$ cat config.mk
export PLATFORM = sky130hd
export DESIGN_NAME = fifo_rd_stream
export DESIGN_NICKNAME = d
export VERILOG_FILES = /design/src/rtl/fifo_rd_stream_pkg.sv /design/src/rtl/fifo_rd_stream_skid_buf2.sv /design/src/rtl/fifo_rd_stream.sv
export SDC_FILE = /design/constraint.sdc
export NUM_CORES = 1
export LEC_CHECK = 0
export CORE_UTILIZATION = 48
export DETAILED_ROUTE_END_ITERATION = 8
export PLACE_DENSITY_LB_ADDON = 0.25
export RECOVER_POWER = 25
export REMOVE_ABC_BUFFERS = 1
export SLEW_MARGIN = 20
export SYNTH_ARGS = -nofsm -noshare
export SYNTH_HDL_FRONTEND = slang
export SYNTH_HIERARCHICAL = 1
export SYNTH_SLANG_ARGS = --single-unit
$ cat constraint.sdc
create_clock -name rclk -period 2.9 [get_ports rclk]
set_clock_uncertainty 0.2 [all_clocks]
set_input_delay 0.58 -clock rclk [delete_from_list [all_inputs] [get_ports rclk]]
set_output_delay 0.58 -clock rclk [all_outputs]
set_load 0.01 [all_outputs]
$ cat src/rtl/fifo_rd_stream_pkg.sv
// Shared definitions for the async FIFO read-side stream stage:
// buffer occupancy encoding and default widths.
package fifo_rd_stream_pkg;

   localparam int unsigned DSIZE_DEF = 8;
   localparam int unsigned CNTW_DEF  = 16;
   localparam int unsigned OCCW      = 2;

   typedef enum logic [OCCW-1:0] {
      OCC_EMPTY = 2'd0,
      OCC_ONE   = 2'd1,
      OCC_TWO   = 2'd2
   } occ_e;

   // A pop may only be issued while a free slot exists
   function automatic logic occ_has_room(input occ_e occ);
      return (occ != OCC_TWO);
   endfunction

endpackage : fifo_rd_stream_pkg

$ cat src/rtl/fifo_rd_stream_skid_buf2.sv
// Generic 2-entry valid/ready buffer. The occupancy register is the state;
// the output word always sits in the head slot.
module skid_buf2
   import fifo_rd_stream_pkg::*;
#(
   parameter int unsigned W = DSIZE_DEF
) (
   input  logic            i_clk,
   input  logic            i_rst,
   input  logic            i_push,
   input  logic [W-1:0]    i_push_data,
   input  logic            i_flush,
   input  logic            i_ready,
   output logic            o_full_c,
   output logic            o_valid,
   output logic [W-1:0]    o_data,
   output logic [OCCW-1:0] o_occ
);

   occ_e         r_state;
   logic [W-1:0] r_head;
   logic [W-1:0] r_tail;
   logic         r_valid;

   assign o_full_c = !occ_has_room(r_state);
   assign o_valid  = r_valid;
   assign o_data   = r_head;
   assign o_occ    = r_state;

   // Flush empties the buffer but keeps slot contents; o_valid masks them
   always_ff @(posedge i_clk) begin
      if (i_rst) begin
         r_state <= OCC_EMPTY;
         r_head  <= '0;
         r_tail  <= '0;
         r_valid <= 1'b0;
      end else if (i_flush) begin
         r_state <= OCC_EMPTY;
         r_valid <= 1'b0;
      end else begin
         unique case (r_state)
            OCC_EMPTY: begin
               if (i_push) begin
                  r_head  <= i_push_data;
                  r_state <= OCC_ONE;
                  r_valid <= 1'b1;
               end
            end
            OCC_ONE: begin
               if (i_push && i_ready) begin
                  r_head <= i_push_data;
               end else if (i_push) begin
                  r_tail  <= i_push_data;
                  r_state <= OCC_TWO;
               end else if (i_ready) begin
                  r_state <= OCC_EMPTY;
                  r_valid <= 1'b0;
               end
            end
            OCC_TWO: begin
               if (i_ready) begin
                  r_head  <= r_tail;
                  r_state <= OCC_ONE;
               end
            end
            default: begin
               r_state <= OCC_EMPTY;
               r_valid <= 1'b0;
            end
         endcase
      end
   end

endmodule : skid_buf2

$ cat src/rtl/fifo_rd_stream.sv
// Read-domain output stage of the async FIFO: pops words into a 2-entry
// buffer and presents them as a valid/ready stream with a delivered count.
module fifo_rd_stream
   import fifo_rd_stream_pkg::*;
#(
   parameter int unsigned DSIZE = DSIZE_DEF,
   parameter int unsigned CNTW  = CNTW_DEF
) (
   input  logic             rclk,
   input  logic             rrst,
   input  logic             empty,
   input  logic [DSIZE-1:0] rdata,
   output logic             rinc,
   input  logic             flush,
   output logic             out_valid,
   output logic [DSIZE-1:0] out_data,
   input  logic             out_ready,
   output logic [OCCW-1:0]  occupancy,
   output logic [CNTW-1:0]  rd_count
);

   logic            w_full;
   logic            w_accept;
   logic [CNTW-1:0] r_rd_count;

   // Pop decision uses only registered state plus empty/flush/rrst, so
   // the consumer's ready never reaches the read pointer combinationally.
   assign rinc     = !empty && !w_full && !flush && !rrst;
   assign w_accept = out_valid && out_ready;
   assign rd_count = r_rd_count;

   skid_buf2 #(
      .W (DSIZE)
   ) u_buf (
      .i_clk       (rclk),
      .i_rst       (rrst),
      .i_push      (rinc),
      .i_push_data (rdata),
      .i_flush     (flush),
      .i_ready     (out_ready),
      .o_full_c    (w_full),
      .o_valid     (out_valid),
      .o_data      (out_data),
      .o_occ       (occupancy)
   );

   // An accept coinciding with flush still counts as delivered
   always_ff @(posedge rclk) begin
      if (rrst) begin
         r_rd_count <= '0;
      end else if (w_accept) begin
         r_rd_count <= r_rd_count + CNTW'(1);
      end
   end

endmodule : fifo_rd_stream

==> impl_metrics.tcl, run 1 <==
set metrics [dict create \
    setup.worst_path.class "input port to output pin" \
    final_area_mm2 0.00214 \
    place.gp.congestion 0.738 \
    switching_share_pct 21.2 \
    critical_path_required_ps 2120 \
    clk-insertion-delay-late_ps 330 \
    cpMaxStageDelayCell "clkdlybuf4s50_1" \
    fin_cells 266 \
    htreeDepth 2 \
    antenna_found_initial 0 \
    dp_cells 258 \
    via_per_inst 5.33 \
    die_area_mm2 0.00356 \
    maxCapViolCount 0 \
    critPathTopFamily "buffers and inverters" \
    cts_resized 0 \
    post_dp_cell_area_mm2 0.00206 \
    leakagePower_uw 0.000815 \
    slowest_delay_ps 610 \
    first_pass_iters 4 \
    cpMostUsedCell "clkdlybuf4s50_1" \
    finalHoldViolCount 0 \
    numPortBuffers 40 \
    avgSynthCellArea_um2 9.06 \
    syn_area_mm2 0.00159 \
    p_clk_share_pct 39.9 \
    grt_max_degree 36 \
    finalWirelength_um 3370 \
    post-route-period-util_pct 93.7 \
    synth.distinct_cells 38 \
    route.antenna.remaining_nets 0 \
    worst_hold_path.num_cells 2 \
    path_max_fanout 2 \
    ir_drop_v 0.000508 \
    cts_buffers 5 \
    comb_power_share_pct 6.6 \
    num_vias 1417 \
    die_h_um 59.6 \
    path_buf_inv 2 \
    critical_path.cell_chain "clkdlybuf4s50_1 -> nor4_1 -> clkdlybuf4s50_1" \
    num_rows 20 \
    drt_iter0_drc 54 \
    antenna_cells 0 \
    hp-class "register to register" \
    critPathCaptureType "output pin" \
    fin_nets 235 \
    routedWlPerCell_um 12.7 \
    finalMaxSlewViolations 0 \
    rsz0062_at_grt "no" \
    grt_overflow_total 0 \
    p_int_uw 718 \
    cts.sinks 35 \
    power_switching_uw 193 \
    die_w_um 59.6 \
    yosysSeqAreaShare_pct 44.0 \
    crit_cells 3 \
    yosysWarnings 6 \
    slew_headroom_pct 0.946 \
    io_pins 41 \
    run_status "completed" \
    groute.usage.overall_pct 21.5 \
    clk_pin_slew_ps 100 \
    min_period_ps 2720 \
    area_growth_pct 34.5 \
    grt_pass1_vias 1348 \
    layout_common_cells "35 x dfxtp_1, 32 x clkdlybuf4s50_1, 21 x nor2_1" \
    drc_errors 0 \
    setup_viol 0 \
    cts.path.max_buffers 2 \
    tns_ps 0 \
    final_core_util_pct 69.1 \
    min_from "u_buf/o_data[1]$_SDFFE_PP0P_" \
    synth-seq-cells 35 \
    seq_power_share_pct 53.4 \
    synth-async-reset-ratio_pct 0 \
    synth-main-ff-cell "dfxtp_1" \
    worst-r2r-setup-slack_ps 510 \
    crit_arrival_ps 1940 \
    syn_inst 176 \
    tightest_slew_ps 1490 \
    crit-reg2reg-launch "u_buf/o_occ[0]$_SDFFE_PP0P_" \
    critPathLaunchType "input port" \
    coreArea_mm2 0.00310 \
    holdPathEnd "u_buf/o_data[1]$_SDFFE_PP0P_" \
    fmax_ghz 0.368 \
    initial_core_util_pct 51.4 \
    grt_pass1_wl_um 5690 \
    reg2reg_to "u_buf/o_data[6]$_SDFFE_PP0P_" \
    hpwl_um 2420 \
    mostFrequentLayoutCell "dfxtp_1" \
    tritoncts "built" \
    drive_above_1_share_pct 9.01 \
    power.density_mw_per_mm2 425 \
    holdBufCountCts 0 \
    synth_edf_count 0 \
    root_buffer "clkbuf_4" \
    fin_total_pwr_uw 911 \
    post-cts-setup-buffer-count 0 \
    rr_worst_depth 8 \
]
synthesized netlist by cell type, types with 2 or more instances:
library cell | count | area (um2)
dfxtp_1 | 35 | 701
nand4_1 | 4 | 25.0
or3_1 | 10 | 62.6
nor2_1 | 21 | 78.8
inv_1 | 4 | 15.0
and4_1 | 2 | 17.5
xor2_1 | 7 | 61.3
clkbuf_1 | 5 | 18.8
nand2b_1 | 2 | 12.5
nand2_1 | 9 | 33.8
a21oi_1 | 15 | 75.1
nor3_1 | 4 | 20.0
o21ai_0 | 10 | 50.1
xnor2_1 | 4 | 35.0
nor4_1 | 2 | 12.5
mux2i_1 | 16 | 160
nand3_1 | 5 | 25.0
worst max path at each step:
stage	end	slack, ps	from
final	rinc	180	flush
after global routing	rinc	7	u_buf/o_occ[0]$_SDFFE_PP0P_
after CTS	rinc	160	u_buf/o_occ[0]$_SDFFE_PP0P_
after detailed placement	rinc	180	flush
after global placement	rinc	200	empty
after floorplan	u_buf/r_tail[0]$_SDFFE_PP0P_	1	u_buf/o_occ[0]$_SDFFE_PP0P_
power groups by stage:
stage / combinational, uW / clock, uW / sequential [uW]
floorplan: 16.0 / 0 / 499
global placement: 59.7 / 0 / 498
detailed placement: 62.3 / 0 / 498
CTS: 62.4 / 368 / 487
global route: 66.2 / 394 / 488
finish: 60.5 / 364 / 487
layout make-up:
cell class | instances | area, um2
clock buffer | 6 | 51.3
inverter | 4 | 15.0
fill | 269 | 958
tap | 44 | 55.1
clock inverter | 2 | 35.0
timing repair buffer | 47 | 449
sequential | 35 | 701
multi-input combinational | 128 | 838
metal layers:
layer  routed length, um  track usage [%]  vias up
li1                    -                -      717
met1                1450             23.6      665
met2                1750             39.8       30
met3                 140             5.46        5
met4                  35             7.31        0
met5                   0                0        -
sequential cells by signal, indices dropped and copies added, names as in the netlist:
| signal | flops |
|---|---|
| u_buf/o_data | 8 |
| u_buf/o_valid | 1 |
| u_buf/r_tail | 8 |
| u_buf/o_occ | 2 |
| rd_count | 16 |
per-stage QoR:
stage,worst slack [ps],hold slack (ps)
2_1_floorplan,1.10,260
3_3_place_gp,203,259
3_5_place_dp,179,268
4_1_cts,161,282
5_1_grt,7.31,318
6_report,183,278
worst reg2reg max path, stage by stage (launching register included):
cell and delay [ps]:
dfxtp_1 460, nand2b_1 160, inv_1 40, nor4_1 350, buf_4 200, and2b_1 190
a21oi_2 180, or3_1 390, a21oi_1 140
cell families after synthesis:
kind of cell / Yosys count / share of synthesized area, %
DFF: 35 / 44.0
and+or+nand+nor: 68 / 24.3
muxes: 16 / 10.0
AOI/OAI and AO/OA: 32 / 11.5
xor gates and xnor gates: 11 / 6.04
adders and majority gates: 1 / 0.785
buffers and inverters: 13 / 3.45
No activity file was read; power rests on OpenSTA's default activity.
==> inputs of run 2 (changes only) <==
--- a/config.mk
+++ b/config.mk
@@ -5,6 +5,7 @@
 export SDC_FILE = /design/constraint.sdc
 export NUM_CORES = 1
 export LEC_CHECK = 0
+export CORE_MARGIN = 1
 export CORE_UTILIZATION = 48
 export DETAILED_ROUTE_END_ITERATION = 8
 export PLACE_DENSITY_LB_ADDON = 0.25
==> results of run 2 <==
Same layout as run 1: the final DEF is identical, and so are final timing and power.
